## config.mk

```make
export PLATFORM = sky130hd
export DESIGN_NAME = prog_loader_flat
export DESIGN_NICKNAME = d
export VERILOG_FILES = /design/src/rtl/td4_pkg.sv /design/src/rtl/prog_loader_if.sv /design/src/rtl/prog_mem.sv /design/src/rtl/prog_loader.sv /design/src/flat_wrapper.sv
export SDC_FILE = /design/constraint.sdc
export NUM_CORES = 1
export LEC_CHECK = 0
export BUFFER_PORTS_ARGS = -buffer_cell sky130_fd_sc_hd__buf_2
export CORE_UTILIZATION = 51
export CTS_BUF_LIST = sky130_fd_sc_hd__clkbuf_16
export CTS_CLUSTER_SIZE = 20
export DETAILED_ROUTE_END_ITERATION = 7
export HOLD_SLACK_MARGIN = 0.03
export PLACE_DENSITY = 0.67
export SLEW_MARGIN = 20
export SYNTH_ARGS = -nofsm -noshare
export SYNTH_HDL_FRONTEND = slang
export SYNTH_HIERARCHICAL = 1
export SYNTH_SLANG_ARGS = --single-unit
```

## constraint.sdc

```tcl
create_clock -name clk -period 4.03 [get_ports clk]
set_input_delay 0.403 -clock clk [delete_from_list [all_inputs] [get_ports clk]]
set_output_delay 0.403 -clock clk [all_outputs]
set_load 0.02 [all_outputs]
```

## src/rtl/td4_pkg.sv

```systemverilog
// Shared TD4 widths and the program-loader FSM state encoding.
// The CHK state is only present when PROG_LOADER_CHECKSUM_EN is defined.
package td4_pkg;
  localparam int ADDR_W     = 4;
  localparam int DATA_W     = 8;
  localparam int PROG_DEPTH = 16;

`ifdef PROG_LOADER_CHECKSUM_EN
  typedef enum logic [1:0] {ST_IDLE = 2'd0, ST_LOAD = 2'd1, ST_CHK = 2'd2} ld_state_t;
`else
  typedef enum logic [1:0] {ST_IDLE = 2'd0, ST_LOAD = 2'd1} ld_state_t;
`endif
endpackage

```

## src/rtl/prog_loader_if.sv

```systemverilog
// Byte-stream handshake between an external program source and prog_loader.
interface prog_loader_if;
  import td4_pkg::*;

  logic              ld_start;
  logic              ld_valid;
  logic [DATA_W-1:0] ld_data;
  logic              ld_ready;

  modport master (output ld_start, ld_valid, ld_data, input ld_ready);
  modport slave  (input ld_start, ld_valid, ld_data, output ld_ready);
endinterface

```

## src/rtl/prog_mem.sv

```systemverilog
// 16 x 8 program store: synchronous write, asynchronous read, synchronous clear.
module prog_mem
  import td4_pkg::*;
(
  input  logic              clk,
  input  logic              reset,
  input  logic              we,
  input  logic [ADDR_W-1:0] waddr,
  input  logic [DATA_W-1:0] wdata,
  input  logic [ADDR_W-1:0] raddr,
  output logic [DATA_W-1:0] rdata
);
  logic [DATA_W-1:0] mem_reg [PROG_DEPTH];

  // Register-based so the whole array can be wiped in the reset cycle.
  always_ff @(posedge clk) begin
    if (reset) begin
      for (int i = 0; i < PROG_DEPTH; i++) begin
        mem_reg[i] <= '0;
      end
    end else if (we) begin
      mem_reg[waddr] <= wdata;
    end
  end

  assign rdata = mem_reg[raddr];
endmodule

```

## src/rtl/prog_loader.sv

```systemverilog
// Loads 16 instruction bytes into program memory while holding the CPU in reset.
// Optional trailing checksum byte enabled by PROG_LOADER_CHECKSUM_EN.
module prog_loader
  import td4_pkg::*;
(
  input  logic              clk,
  input  logic              reset,
  prog_loader_if.slave      ld,
  input  logic [ADDR_W-1:0] address,
  output logic [DATA_W-1:0] data,
  output logic              cpu_hold,
  output logic              done,
  output logic              err
);
  ld_state_t         state_reg, state_next;
  logic [ADDR_W-1:0] wptr_reg, wptr_next;
  logic              done_reg, done_next;
  logic              ready;
  logic              we;

  always_ff @(posedge clk) begin
    if (reset) begin
      state_reg <= ST_IDLE;
      wptr_reg  <= '0;
      done_reg  <= 1'b0;
    end else begin
      state_reg <= state_next;
      wptr_reg  <= wptr_next;
      done_reg  <= done_next;
    end
  end

  always_comb begin
    state_next = state_reg;
    wptr_next  = wptr_reg;
    done_next  = 1'b0;
    ready      = 1'b0;
    cpu_hold   = 1'b0;
    we         = 1'b0;
    case (state_reg)
      ST_IDLE: begin
        if (ld.ld_start) begin
          state_next = ST_LOAD;
          wptr_next  = '0;
        end
      end
      ST_LOAD: begin
        ready    = 1'b1;
        cpu_hold = 1'b1;
        if (ld.ld_valid) begin
          we        = 1'b1;
          wptr_next = wptr_reg + ADDR_W'(1);
          if (wptr_reg == ADDR_W'(PROG_DEPTH - 1)) begin
`ifdef PROG_LOADER_CHECKSUM_EN
            state_next = ST_CHK;
`else
            state_next = ST_IDLE;
            done_next  = 1'b1;
`endif
          end
        end
      end
`ifdef PROG_LOADER_CHECKSUM_EN
      ST_CHK: begin
        ready    = 1'b1;
        cpu_hold = 1'b1;
        if (ld.ld_valid) begin
          state_next = ST_IDLE;
          done_next  = 1'b1;
        end
      end
`endif
      default: state_next = ST_IDLE;
    endcase
  end

  assign ld.ld_ready = ready;
  // done is registered, so it lands in the first IDLE cycle after the load.
  assign done        = done_reg;

`ifdef PROG_LOADER_CHECKSUM_EN
  logic [DATA_W-1:0] sum_reg;
  logic [DATA_W-1:0] chk_total;
  logic              err_reg;

  assign chk_total = sum_reg + ld.ld_data;

  always_ff @(posedge clk) begin
    if (reset) begin
      sum_reg <= '0;
      err_reg <= 1'b0;
    end else if (state_reg == ST_IDLE && ld.ld_start) begin
      sum_reg <= '0;
      err_reg <= 1'b0;
    end else if (we) begin
      sum_reg <= chk_total;
    end else if (state_reg == ST_CHK && ld.ld_valid) begin
      err_reg <= (chk_total != '0);
    end
  end

  assign err = err_reg;
`else
  assign err = 1'b0;
`endif

  prog_mem u_mem (
    .clk   (clk),
    .reset (reset),
    .we    (we),
    .waddr (wptr_reg),
    .wdata (ld.ld_data),
    .raddr (address),
    .rdata (data)
  );
endmodule

```

## src/flat_wrapper.sv

```systemverilog
// flat-port wrapper written by rule: the top's interface ports become plain ports
module prog_loader_flat import td4_pkg::*;
  (clk, reset, address, data, cpu_hold, done, err, ld_ld_start, ld_ld_valid, ld_ld_data, ld_ld_ready);
  prog_loader_if ld_i ();
  input  logic clk;
  input  logic reset;
  input  logic [ADDR_W-1:0] address;
  output logic [DATA_W-1:0] data;
  output logic cpu_hold;
  output logic done;
  output logic err;
  input wire logic [$bits(ld_i.ld_start)-1:0] ld_ld_start;
  input wire logic [$bits(ld_i.ld_valid)-1:0] ld_ld_valid;
  input wire logic [$bits(ld_i.ld_data)-1:0] ld_ld_data;
  output wire logic [$bits(ld_i.ld_ready)-1:0] ld_ld_ready;
  assign ld_i.ld_start = ld_ld_start;
  assign ld_i.ld_valid = ld_ld_valid;
  assign ld_i.ld_data = ld_ld_data;
  assign ld_ld_ready = ld_i.ld_ready;
  prog_loader u_core (.clk(clk), .reset(reset), .ld(ld_i), .address(address), .data(data), .cpu_hold(cpu_hold), .done(done), .err(err));
endmodule
```

== After elaboration in Yosys (flattened, before gate mapping) ==
Memories as Yosys holds them, arrays and structs flattened.
Cells that the tools add are included.

* Flip-flop bits (word level): 7
* Memory bits (writable): 128
* Output and inout port bits: 12
* Word-level logic and storage cells: 37
* Memories: 1

* Add/sub/neg operators: 1
* Eq/ne operators: 5
* Mux-type cells: 19
* Bitwise logic cells: 2
* Reductions and logical operators: 6

{| class="wikitable"
|+ Memories
! name !! words !! width !! rd ports !! clocked after memory_dff !! wr ports !! line !! RTL
|-
| u_core.u_mem.mem_reg || 16 || 8 || 1 || 0 || 16 || prog_mem.sv:13 || <nowiki>logic [DATA_W-1:0] mem_reg [PROG_DEPTH];</nowiki>
|}

{| class="wikitable"
|+ Operator list
! cell !! count
|-
| 4-bit two-way mux || 3
|-
| 1-bit two-way mux || 10
|-
| 8-bit two-way mux || 1
|-
| 4-bit case mux with 2 select lines || 1
|-
| 8-bit OR reduction || 1
|-
| 2-bit two-way mux || 3
|-
| 3-bit AND reduction || 2
|-
| 4-bit by 1-bit adder with 4-bit output (second input constant) || 1
|-
| 4-bit equality test (second input constant) || 1
|-
| 2-bit inequality test (second input constant) || 2
|-
| 2-bit case mux with 2 select lines || 1
|-
| 3-bit OR reduction || 1
|-
| 2-bit by 1-bit equality test with 1-bit output (second input constant) || 1
|-
| 2-bit logical NOT || 1
|-
| 2-bit by 1-bit inequality test with 1-bit output (second input constant) || 1
|-
| 1-bit NOT || 2
|-
| 2-bit nonzero test || 1
|}

== Depth between registers and ports, before layout ==
* Depth after elaboration: 7
* Mapped depth: 6
* Mapped depth without buffers: 5

== By module ==
The synthesis kept the hierarchy.

{| class="wikitable"
|+ By module, submodules not included
! module !! instances !! cells an instance !! area an instance (µm²) !! seq. area each (µm²)
|-
| prog_mem || 1 || 375 || 5861.9 || 3843.7
|-
| prog_loader || 1 || 36 || 311.5 || 120.1
|}

== Worst setup path before layout ==
No wires, ideal clock.

* Path type: reg-to-reg
* Start point: register u_core.state_reg[0]
* End point: memory u_core.u_mem.mem_reg[0][0], enable pin
* Library setup time: 309 ps
* Data arrival time: 1964 ps
* Required time: 3721 ps
* Slack: 1757 ps
* Stages on the path, launching flop included: 7
* Path buffers: 1
* Period minus slack after synthesis: 2273 ps
* Cell sequence: dfxtp_1 > clkbuf_1 > nand2_1 > inv_1 > or4b_4 > nor3_2 > or2_2

{| class="wikitable"
|+ RTL lines
! item !! line !! RTL
|-
| from (decl) || prog_loader.sv:15 || <nowiki>ld_state_t state_reg, state_next;</nowiki>
|-
| from (signal assigned) || prog_loader.sv:27 || <nowiki>state_reg <= state_next;</nowiki>
|-
| to (decl) || prog_mem.sv:13 ||
|}

== Final worst setup path ==
* Start point: input port address[0]
* End point: output port data[4]

* Word-level cells in the longest chain between the ends: 1

{| class="wikitable"
|+ Ends and longest elaborated chain
! item !! line !! RTL
|-
| from (decl) || flat_wrapper.sv:7 || <nowiki>input logic [ADDR_W-1:0] address;</nowiki>
|-
| memory read 16 x 8 bit || -- ||
|-
| to (decl) || flat_wrapper.sv:8 || <nowiki>output logic [DATA_W-1:0] data;</nowiki>
|}

Every way passes these cells.

==> impl_metrics.csv <==
group,metric,value,unit
run_status,status,"finished with violations",
run_status,violations,"design-rule violations",
sta,setup_viol,0,
yosys,yosysMostFrequentCell,"and2_1",
setup_path,crit_buf_inv,3,
place,dp_hpwl,8360,um
yosys,synth.area.top_cells,"edfxtp_1 62%, and2_1 13%, mux4_2 12%",
global_route,grt_overflow_total,0,
yosys,synth-simple-area-share,0.194,
floorplanning,io_pins,28,
place,io_buffers,26,
setup_path,crit_arrival,2.13,ns
power_and_ir_drop,power_density,453,nW/um^2
place,gp_congestion,0.783,
yosys,synth_mux_area_frac,0.119,
yosys,synth_flop_cell,"edfxtp_1",
cts,cts_buffer_depth,2,
cts,cts_root_buffer,"clkbuf_16",
global_route,grt_use_total,0.223,
yosys,synth_xor_area_frac,0.00142,
worst_hold_path,min_from,"ld_ld_start",
floorplanning,start_util,0.532,
setup_path,slowest_delay,0.58,ns
power_and_ir_drop,power_leakage,0.00259,uW
yosys,syn_area,6170,um^2
setup_path,cp_max_fo,32,
setup_path,cpMostUsedCell,"buf_2",
cts,numCtsBuffers,17,
cts,clk_pin_slew,0.05,ns
sta,final.setup_skew,0.0105,ns
floorplanning,dieArea,12500,um^2
setup_path,crit_path_top_delay_cell,"mux4_2",
yosys,synthArstFlopShare,0,
yosys,ys_ff_latch,134,
global_route,grt_pass1_vias,3432,
layout,fillers,908,
routing,drtAntennaViolNets,0,
yosys,postSynthNetCount,428,
cts,htreeDepth,4,
yosys,synth.distinct_cells,35,
cts,insertion_delay,0.41,ns
sta,hold_viol,0,
layout,syn_to_final_growth,11.8,%
yosys,synth_top_area_share,0.623,
setup_path,end_kind,"output port",
yosys,ys_warn_count,6,
cts,cts.sinks,134,
routing,drc,2,
layout,fin_util,0.594,
yosys,synthCells,411,
setup_path,crit_chain,"buf_2 > buf_4 > mux4_2 > a22oi_1 > nand2_1 > buf_2",
sta,slew_viol_final,0,
routing,viasPerCell,5.78,
cts,postCtsHoldBufs,0,
sta,rsz0062_at_grt,"no",
yosys,avgSynthCellArea,15.0,um^2
routing,wirelength,12900,um
yosys,synth_compound_area_frac,0.0231,
global_route,grt_max_degree,33,
layout,largest_reg_flops,128,
power_and_ir_drop,ir_worst_vdd,0.213,mV
cts,postCtsSetupBuffers,0,
yosys,synth-seq-area-share,0.642,
setup_path,start_kind,"primary input",
yosys,synth-edff-count,128,
floorplanning,core-area,11600,um^2
sta,min_period,2.53,ns
global_route,grt_pass1_wl,19900,um
cts,cts_tree,"yes",
power_and_ir_drop,finalPower,3120,uW
sta,period_share,0.629,
routing,vias,3409,
layout,layout.cells.non_filler,590,
yosys,synth_top_family_by_area,"simple AND/OR/NAND/NOR gates",
floorplanning,die_w,112,um
setup_path,startpoint,"address[0]",
routing,routedWlPerCell,21.9,um
layout,layout-drive-gt1-share,0.230,
global_route,antenna_found_initial,0,
sta,max_freq,395,MHz
layout,nNetsFinal,451,
place,dp_cells,558,
setup_path,crit_family,"buffers and inverters",
sta,fin_setup_tns,0,ns
floorplanning,std_cell_rows,39,
run,maxCapViolations,0,
worst_hold_path,hold_path.class,"in -> reg",
floorplanning,dieHeight,112,um
routing,drtIter0Drc,287,
sta,max-slew-margin-rel,0.404,
cts,postCtsResizedCells,0,
setup_path,worstPathRequired,3.63,ns
yosys,synthAdderAreaFrac,0.00203,
yosys,synthTopCellsByCount,"129 x and2_1, 128 x edfxtp_1, 32 x mux4_2, 16 x a22oi_1, 16 x or2_2",
setup_path,reg2reg_from,"u_core/state_reg[0]$_SDFFE_PP0P_",
routing,first_pass_iters,8,
sta,tightest_slew,0.887,ns
setup_path,critical_path_class,"in -> out",
yosys,synth_top_area_cell,"edfxtp_1",
layout,antenna_cells,0,
-- power by group --
group / internal, uW / total, uW / switching (uW)
Sequential: 1570 / 1590 / 19.4
Combinational: 74.7 / 197 / 122
Clock: 817 / 1340 / 522
Total: 2460 / 3120 / 664
-- final timing paths --
| path | slack, ns | end | cells after the start |
|---|---|---|---|
| worst min register to register | 0.60 | u_core/done$_SDFF_PP0_ | 2 |
| worst min-delay path | 0.32 | u_core/state_reg[0]$_SDFFE_PP0P_ | 3 |
| worst max register to register | 1.51 | u_core/u_mem/mem_reg[0][4]$_SDFFCE_PN0P_ | 5 |
| worst max-delay path | 1.50 | data[4] | 6 |
-- kinds of logic after synthesis --
kind of cell | count (synthesis)
AND/OR/NAND/NOR | 196
flip-flops | 134
adder cells (fa/ha/maj) | 1
other | 1
XOR/XNOR | 1
AO/OA/AOI/OAI | 20
multiplexers | 33
buffers and inverters | 25
-- placed cells by master (no fill, tap or decap), drive strengths merged, types with 5 or more instances in the layout --
master  count
or2        16
inv         7
clkbuf     17
edfxtp    128
nor2       16
a22oi      16
nand2      11
clkinv      8
buf        28
nor3        5
and2      129
dfxtp       6
mux4       32
-- worst min-delay path, stage by stage --
cell and delay (ns):
buf_2 0.12, o22ai_1 0.08, nor2_1 0.08
-- metal layers --
metal	part of all wire	GRT usage	vias up
met5	0	0	-
met4	0.016	0.0773	0
met3	0.051	0.0508	16
met2	0.47	0.347	113
met1	0.47	0.314	1715
li1	-	-	1565
-- area by class of cell --
class	count	area [um^2]	area share
clock buffers	17	425	0.0616
repair buffers	28	145	0.0210
inverters	1	3.75	0.000544
multi-input cells	252	2100	0.304
clock inverters	15	86.3	0.0125
well taps	143	179	0.0259
flip-flops and latches	134	3960	0.574
-- through the flow --
step	setup slack, ns	instance area, um^2	hold WS (ns)
after floorplan	1.76	6170	0.524
after global placement	1.47	6390	0.575
after detailed placement	1.47	6390	0.596
after CTS	1.45	6900	0.312
after global routing	1.35	6900	0.344
final	1.50	6900	0.323
(Power assumes the default switching activity.)
